`src/rtl/sar_ctrl.sv`:
```
// -----------------------------------------------------------------------------
// sar_ctrl -- successive-approximation conversion controller.
//
// Sequences the samp_hold front end through non-overlapping sample and hold
// phases, then walks an NBITS binary search on the capacitive DAC using the
// comparator decision, and publishes the resolved code with a one-cycle
// dout_valid pulse.  Conversions repeat back to back while en is high.
//
// Sequence per conversion (cycles):
//   SAMP  (SAMP_CYC) -> NOVL1 (NOVL_CYC) -> CONV (NBITS) -> DONE (NOVL_CYC)
//
// Parameters:
//   NBITS     resolution, 2..16
//   SAMP_CYC  cycles with samp high, >= 1
//   NOVL_CYC  dead cycles on each side of hold, >= 1
//
// Ports:
//   clk         in   conversion clock, rising edge
//   rst_n       in   asynchronous active-low reset
//   en          in   conversion enable; low forces IDLE on the next edge
//   cmp         in   comparator decision (1: held input >= DAC level)
//   samp        out  sample phase to samp_hold
//   hold        out  hold phase to samp_hold
//   cmp_strobe  out  comparator latch enable, high in every CONV cycle
//   dac_code    out  trial / resolved DAC code
//   dout        out  last completed conversion result
//   dout_valid  out  one-cycle pulse when dout updates
//   busy        out  high in every state except IDLE
//
// Optional feature macro: SAR_TWOS_COMP_EN
//   defined   : dout is two's complement (MSB of the final code inverted)
//   undefined : dout is offset binary, identical to the final dac_code
// -----------------------------------------------------------------------------
module sar_ctrl #(
    parameter int NBITS    = 8,
    parameter int SAMP_CYC = 4,
    parameter int NOVL_CYC = 1
) (
    input  logic             clk,
    input  logic             rst_n,
    input  logic             en,
    input  logic             cmp,
    output logic             samp,
    output logic             hold,
    output logic             cmp_strobe,
    output logic [NBITS-1:0] dac_code,
    output logic [NBITS-1:0] dout,
    output logic             dout_valid,
    output logic             busy
);
    localparam int IW   = (NBITS > 1) ? $clog2(NBITS) : 1;
    localparam int CMAX = (SAMP_CYC > NOVL_CYC) ? SAMP_CYC : NOVL_CYC;
    localparam int CW   = (CMAX > 1) ? $clog2(CMAX) : 1;

    localparam logic [IW-1:0]    IDX_MSB   = IW'(NBITS - 1);
    localparam logic [IW-1:0]    IDX_ONE   = IW'(1);
    localparam logic [IW-1:0]    IDX_ZERO  = IW'(0);
    localparam logic [CW-1:0]    CNT_ONE   = CW'(1);
    localparam logic [CW-1:0]    CNT_ZERO  = CW'(0);
    localparam logic [CW-1:0]    SAMP_LAST = CW'(SAMP_CYC - 1);
    localparam logic [CW-1:0]    NOVL_LAST = CW'(NOVL_CYC - 1);
    localparam logic [NBITS-1:0] MIDSCALE  = {1'b1, {(NBITS-1){1'b0}}};
    localparam logic [NBITS-1:0] CODE_ZERO = {NBITS{1'b0}};

    typedef enum logic [2:0] {
        S_IDLE  = 3'd0,
        S_SAMP  = 3'd1,
        S_NOVL1 = 3'd2,
        S_CONV  = 3'd3,
        S_DONE  = 3'd4
    } state_t;

    state_t           state_q;
    logic [CW-1:0]    cnt_q;
    logic [IW-1:0]    idx_q;
    logic [NBITS-1:0] dac_q;
    logic [NBITS-1:0] dout_q;
    logic             samp_q;
    logic             hold_q;
    logic             strobe_q;
    logic             valid_q;
    logic             busy_q;

    logic [NBITS-1:0] dac_res_d;   // current trial with bit idx resolved by cmp
    logic [NBITS-1:0] dac_next_d;  // resolved code plus the next trial bit

    // Output formatting of a finished code (offset binary or two's complement).
    function automatic logic [NBITS-1:0] fmt_dout(input logic [NBITS-1:0] code);
`ifdef SAR_TWOS_COMP_EN
        return {~code[NBITS-1], code[NBITS-2:0]};
`else
        return code;
`endif
    endfunction

    // Resolve the bit under test and prepare the next trial bit.
    always_comb begin
        dac_res_d         = dac_q;
        dac_res_d[idx_q]  = cmp;
        dac_next_d        = dac_res_d;
        if (idx_q != IDX_ZERO) begin
            dac_next_d[idx_q - IDX_ONE] = 1'b1;
        end else begin
            dac_next_d = dac_res_d;
        end
    end

    // Conversion FSM with registered phase, code and status outputs.
    always_ff @(posedge clk or negedge rst_n) begin
        if (!rst_n) begin
            state_q  <= S_IDLE;
            cnt_q    <= CNT_ZERO;
            idx_q    <= IDX_ZERO;
            dac_q    <= CODE_ZERO;
            dout_q   <= CODE_ZERO;
            samp_q   <= 1'b0;
            hold_q   <= 1'b0;
            strobe_q <= 1'b0;
            valid_q  <= 1'b0;
            busy_q   <= 1'b0;
        end else if (!en) begin
            // Abort: a partial conversion is dropped, dout is left untouched.
            state_q  <= S_IDLE;
            cnt_q    <= CNT_ZERO;
            samp_q   <= 1'b0;
            hold_q   <= 1'b0;
            strobe_q <= 1'b0;
            valid_q  <= 1'b0;
            busy_q   <= 1'b0;
        end else begin
            case (state_q)
                S_IDLE: begin
                    state_q <= S_SAMP;
                    cnt_q   <= CNT_ZERO;
                    samp_q  <= 1'b1;
                    busy_q  <= 1'b1;
                    valid_q <= 1'b0;
                end
                S_SAMP: begin
                    if (cnt_q == SAMP_LAST) begin
                        state_q <= S_NOVL1;
                        cnt_q   <= CNT_ZERO;
                        samp_q  <= 1'b0;
                    end else begin
                        cnt_q <= cnt_q + CNT_ONE;
                    end
                end
                S_NOVL1: begin
                    if (cnt_q == NOVL_LAST) begin
                        state_q  <= S_CONV;
                        cnt_q    <= CNT_ZERO;
                        idx_q    <= IDX_MSB;
                        dac_q    <= MIDSCALE;
                        hold_q   <= 1'b1;
                        strobe_q <= 1'b1;
                    end else begin
                        cnt_q <= cnt_q + CNT_ONE;
                    end
                end
                S_CONV: begin
                    if (idx_q == IDX_ZERO) begin
                        state_q  <= S_DONE;
                        cnt_q    <= CNT_ZERO;
                        dac_q    <= dac_res_d;
                        dout_q   <= fmt_dout(dac_res_d);
                        valid_q  <= 1'b1;
                        hold_q   <= 1'b0;
                        strobe_q <= 1'b0;
                    end else begin
                        dac_q <= dac_next_d;
                        idx_q <= idx_q - IDX_ONE;
                    end
                end
                S_DONE: begin
                    valid_q <= 1'b0;
                    if (cnt_q == NOVL_LAST) begin
                        // en is known high here, so chain into the next sample.
                        state_q <= S_SAMP;
                        cnt_q   <= CNT_ZERO;
                        samp_q  <= 1'b1;
                    end else begin
                        cnt_q <= cnt_q + CNT_ONE;
                    end
                end
                default: begin
                    state_q  <= S_IDLE;
                    cnt_q    <= CNT_ZERO;
                    samp_q   <= 1'b0;
                    hold_q   <= 1'b0;
                    strobe_q <= 1'b0;
                    valid_q  <= 1'b0;
                    busy_q   <= 1'b0;
                end
            endcase
        end
    end

    assign samp       = samp_q;
    assign hold       = hold_q;
    assign cmp_strobe = strobe_q;
    assign dac_code   = dac_q;
    assign dout       = dout_q;
    assign dout_valid = valid_q;
    assign busy       = busy_q;

endmodule

```
`config.mk`:
```
export PLATFORM = sky130hd
export DESIGN_NAME = sar_ctrl
export DESIGN_NICKNAME = d
export VERILOG_FILES = /design/src/rtl/sar_ctrl.sv
export SDC_FILE = /design/constraint.sdc
export NUM_CORES = 1
export LEC_CHECK = 0
export CORE_MARGIN = 3
export CORE_UTILIZATION = 58
export DETAILED_ROUTE_END_ITERATION = 10
export GPL_ROUTABILITY_DRIVEN = 0
export PLACE_DENSITY = 0.91
export SYNTH_ARGS = -nofsm -noshare
export SYNTH_HDL_FRONTEND = slang
export SYNTH_SLANG_ARGS = --single-unit
```
`constraint.sdc`:
```
create_clock -name clk -period 2.9 [get_ports clk]
set_input_delay 0.58 -clock clk [delete_from_list [all_inputs] [get_ports clk]]
set_output_delay 0.58 -clock clk [all_outputs]
set_load 0.02 [all_outputs]
```
======== Word level (Yosys, flattened, before mapping) ========
Cells that the tools add are included.
word-level totals
  input bits .............................. 4
  logic and storage cells ................. 85
  register bits after elaboration ......... 28
  output and inout bits ................... 21
operators by class
  reductions and logical operators ........ 19
  eq/ne operators ......................... 15
  bitwise logic cells ..................... 1
  $add $sub $neg .......................... 2
  magnitude comparators ................... 4
  multiplexer cells ....................... 35
operators by type and width
  operator            number
  $mux 8              3
  $mux 3              7
  $pmux 8 s2          1
  $pmux 3 s5          1
  $ne 2x2->1 const B  6
  $ne 3x3->1 const B  4
  $reduce_and 3->1    4
  $mux 1              10
  $bwmux 8            1
  $lt 3x4->1 const B  2
  $mux 2              4
  $or 8x8->8          1
  $reduce_and 4->1    2
  $demux 1 s3         2
  $eq 3x2->1 const B  2
  $ge 3x1->1 const B  2
  $logic_not 3->1     2
  $pmux 2 s3          1
  $pmux 3 s2          1
  $reduce_or 2->1     3
  $pmux 1 s2          2
  $pmux 1 s4          1
  $reduce_or 4->1     1
  $eq 3x1->1 const B  1
  other kinds (11)    12

======== Logic depth before layout (Yosys ltp) ========
  depth after elaboration ................. 9
  mapped depth ............................ 7
  gate-level depth less buffers ........... 5

======== Least setup slack after synthesis ========
Ideal clock, no wire load.
  path kind ............................... register to register
  start ................................... register idx_q[0]
  end ..................................... register dac_q[7], in the netlist dac_code[7]
  required time ........................... 2814 ps
  setup slack ............................. 1283 ps
  arrival ................................. 1531 ps
  clock period less this slack ............ 1617 ps
  cell stages (with the launch flop) ...... 7
  library setup time ...................... 86 ps
  path buffers ............................ 1
  cells stage by stage .................... dfrtp_1 > buf_2 > inv_1 > ha_1 > nor3b_1 > nand2_1 > a32oi_1
on the way
  cells in the longest elaborated chain, start to end .. 9
  elaborated cells between the ends (all ways) .. 18
  classes of those cells .................. add/sub (1); order compare (4); mux (8); bitwise (1); reduce/logical (4)
RTL lines
  element                                                                   line     RTL
  start: declaration                                                        75       logic [IW-1:0] idx_q;
  start signal: assignment                                                  171      idx_q <= idx_q - IDX_ONE;
  $sub 3x1->3, or another cell as far along                                 102      dac_next_d[idx_q - IDX_ONE] = 1'b1;
  $lt 3x4->1 (not written as such), or another cell as far along            102
  $logic_and 1x1->1 (not written as such) / $mux 1 (equally long branches)  102, 99
  $mux 1 (not written as such) / $demux 1 s3 (equally long branches)        102, 99
  $demux 1 s3 / $bwmux 8 (equally long branches)                            102, 99
  $or 8x8->8 (no source line)                                               n/a
  $mux 8                                                                    101      if (idx_q != IDX_ZERO) begin
  $mux 8 (*)                                                                161      if (idx_q == IDX_ZERO) begin
  $pmux 8 s2 (*)                                                            131      case (state_q)
  end signal: assignment                                                    164      dac_q <= dac_res_d;
  end signal: assignment                                                    170      dac_q <= dac_next_d;
  end: declaration                                                          76       logic [NBITS-1:0] dac_q;
Every way passes the cells marked *; elsewhere a longest branch is shown, timed or not.
A chain may end at the register's enable or synchronous reset.

======== Worst setup path in the final report ========
  start ................................... register idx_q[0]
  end ..................................... register dac_q[4], in the netlist dac_code[4]
The elaborated chain is that of the path after synthesis.

==> results.md <==
Outcome:
- The flow ran to the end, and the final reports show no timing, DRC or antenna violations.

Cells and area:
- For this run, the number of standard cells in the final layout without fillers is 220.
- The number of antenna diodes in the final layout is 0.
- Compared with the post-synthesis result, the final layout area differs by 14.2%.
- Counting the fill cells in the layout gives 195.
- The final layout contains 201 nets.
- The fraction of layout instances using a drive strength above 1 is 5.79%.
- The storage element area is 701 µm².
- The area of combinational cells with multiple inputs is 868 µm².

CTS:
- Counting the buffers created by CTS gives 3.
- After clock tree synthesis, the clock-pin slew on the worst setup and hold paths is 0.14 ns.
- At the later pin of the worst-skew pair, clock insertion delay measures 0.33 ns.
- The clock tree from TritonCTS is yes.
- The tree is rooted in a clkbuf_4.
- The clock net in this run drives a total of 28 sinks.
- The number of setup buffers added after CTS is 0.
- The H-tree depth reported by CTS is 1.
- The number of buffers inserted by hold repair at cts is 0.
- The worst-case clock buffer depth is 2.
- After clock tree synthesis, the repair step resized 0 gates.

Synthesis:
- In the synthesized netlist the dominant register cell turns out to be dfrtp_1.
- Synthesis instantiated 43 different standard cells from the library.
- The portion of synthesized area spent on multiplexers is 5.43%.
- The synthesized design devotes to its leading area cell type 41.6% of total area.
- The largest total area in the synthesized netlist belongs to dfrtp_1.
- The synthesized flop and latch total is 28.
- By area, the combinational part of the netlist is dominated by compound AO/OA/AOI/OAI gates.
- The synthesized area is 1680 µm².
- The share of synthesized flip-flops with an asynchronous set or reset is 100%.
- Synthesis handed over a netlist of 175 instances.
- By instance count, the leading cell after synthesis is dfrtp_1.
- By count the netlist is led by dfrtp_1, o21ai_0, buf_2, inv_1.
- Summing the areas of all xor and xnor instances in the mapped netlist gives 1.04% of the synthesized area.
- The synthesized netlist devotes 22.9% of its cell area to compound gates.
- The post-synthesis sequential area ratio is 41.6%.
- After synthesis, the cell types taking the most area are dfrtp_1, o21ai_0, mux2i_1.
- The average instance in the mapped netlist occupies 9.62 µm².
- The synthesized design contains 0 enable-type register cells.
- The simple-gate share of the synthesized area is 17.3%.
- When the netlist entered floorplanning its net count stood at 184.
- Of the total synthesized cell area, the portion taken by full adders, half adders and majority gates is 4.91%.
- Yosys printed 0 warnings.

Timing:
- Summed over all failing endpoints, the final setup total negative slack is 0 ns.
- Setup repair after global routing left no endpoint under its margin.
- Dividing the final minimum period by the clock period gives 68.4%.
- The worst path in the final design needs a cycle of 1.98 ns, including I/O delays and setup.
- Static timing analysis puts the maximum clock frequency at 504 MHz.
- The count of endpoints failing setup in the final report is 0.
- The number of pins with negative max-slew slack in the final report is 0.
- The worst relative slew slack is 60.0%.
- The final hold violation count came to 0.
- At the pin with the least slew margin, the transition time is 0.600 ns.
- Across the routed clock network, the largest skew measured is 0.00276 ns.

Die:
- The I/O pin total is 25.
- The initial utilization of the core area, before any placement, comes to 64.4%.
- The row count is 18.
- The die is 59.9 µm tall.
- The floorplan step defined a die boundary enclosing 3580 µm².
- The region available for standard cell placement spans 2610 µm².
- Measured along the x axis, the die boundary spans 59.9 µm.

Global routing:
- The number of antenna violations at the first check in global routing is 0.
- The number of global-route vias before repair is 1369.
- The global-route wire length before repair is 6350 µm.
- The layer carrying the most global-route usage is met1.
- The pin count of the biggest net entering global routing is 29.
- Global routing used 34.2% of the available met1 tracks.
- Summed over all layers, the global routing overflow is 0.
- The global-route track usage on met3 is 3.46%.
- The met2 demand-to-capacity share in global routing is 33.8%.
- Across every metal layer, demand over resource in global routing totals 22.7%.

Routing:
- The count of unresolved DRC violations after routing is 0.
- The number of design-rule violations left by the first detailed-router iteration is 65.
- The via count is 1392.
- The final routed wire length divided by cell count is 16.6 µm.
- After detailed routing, the total wire length is 3640 µm.
- Once detail routing completed, the nets flagged for antenna violations numbered 0.
- In the routed layout, each cell is associated on average with a via count of 6.33.
- The first detailed-routing pass took 4 iterations.

Place:
- The detailed-placement wirelength estimate is 2590 µm.
- The count of buffers added on input and output ports is 24.
- In this run, placement finished with an instance count of 217.

Setup path:
- In this run the worst path has a maximum fanout of 15.
- The critical path data arrival time is 2.23 ns.
- STA classifies the critical path startpoint as a flop.
- The kind of critical path is flop to flop.
- The category of the worst setup path capture point is a flop.
- The required time of the critical path is 3.15 ns.

Pwr:
- The switching share of power is 30.4%.
- The logic gate share of total power is 18.8%.
- Dividing total power by cell area gives a power density of 379 nW/µm².
- The peak ir drop on the vdd network is 0.349 mV.
- The power share of the clock group is 22.0%.
- The switching power summed over all nets is 221 µW.
- The standby leakage power is 0.811 nW.
- Sequential cells account for 59.2% of the total power.
- The internal portion of the total power is 507 µW.

Worst hold path:
- In this run the worst hold path is classified as flop to flop.

Job:
- Across the run, the number of max-cap violations was 0.
[power groups by stage]
stage / clock network (mW) / logic, mW / registers, mW
floorplan: 0 / 0.105 / 0.424
global placement: 0 / 0.132 / 0.437
detailed placement: 0 / 0.136 / 0.438
CTS: 0.164 / 0.137 / 0.430
global route: 0.179 / 0.152 / 0.435
finish: 0.160 / 0.137 / 0.431
[cell type report]
type	instances	area share (%)
tap	30	1.95
sequential	28	36.5
timing repair buffer	26	13.3
inverter	10	1.95
clock buffer	3	1.17
multi-input combinational	123	45.2
[sequential cells by signal (all words and copies together) (netlist names)]
name and cells:
state_q 3, dout_valid 1, samp 1, idx_q 3, busy 1, dout 8, cmp_strobe 1, cnt_q 2
dac_code 8
[cells by family (layout without fill, tap and decap cells)]
group                    count (synthesis)  after routing
adder cells (fa/ha/maj)                  7              7
AND/OR/NAND/NOR                         46             46
flip-flops                              28             28
XOR/XNOR                                 2              2
AO/OA/AOI/OAI                           59             59
buffers and inverters                   24             39
multiplexers                             9              9
[layer usage]
layer	share of wire (%)	routed length (µm)
met5	0	0
met3	4.4	160
met1	47	1720
met4	0.63	23
met2	48	1740
[placed cells by master (no fill, tap or decap), drive strengths merged, types with 3 or more instances in the layout]
cell,count
a21oi,3
clkbuf,3
clkdlybuf4s50,24
dfrtp,28
ha,5
inv,10
mux2i,8
nand2,6
nand2b,4
nand3b,5
nor2,8
nor2b,6
nor3,4
nor3b,4
o2111ai,3
o211ai,8
o21ai,30
o221ai,3
o31ai,3
[path summary, 6_finish.rpt]
check	startpoint	endpoint	slack, ns	cells after the start
min in group asynchronous	rst_n	cmp_strobe	0.60	2
hold reg to reg	dout[0]	dout[0]	0.52	2
max in group asynchronous	rst_n	dac_code[1]	2.03	2
hold / removal	dout[0]	dout[0]	0.52	2
setup / recovery	idx_q[0]	dac_code[4]	0.92	5
setup reg to reg	idx_q[0]	dac_code[4]	0.92	5
[worst max-delay path, stage by stage, from the launching register on]
cell	delay, ns
dfrtp_1	0.64
inv_1	0.15
ha_1	0.28
nor3b_1	0.50
o2111ai_1	0.20
o211ai_1	0.13
[per-stage QoR]
stage / util (%) / instance area, µm² / hold WS (ns) / total power, mW / setup WS (ns)
finish: 73.6 / 1920 / 0.522 / 0.729 / 0.916
detailed placement: 72.7 / 1900 / 0.497 / 0.574 / 0.845
global route: 73.6 / 1920 / 0.568 / 0.766 / 0.716
floorplan: - / 1680 / 0.284 / 0.529 / 1.28
CTS: 73.6 / 1920 / 0.529 / 0.730 / 0.949
global placement: 72.7 / 1900 / 0.495 / 0.568 / 0.874
No activity file was read; power rests on OpenSTA's default activity.
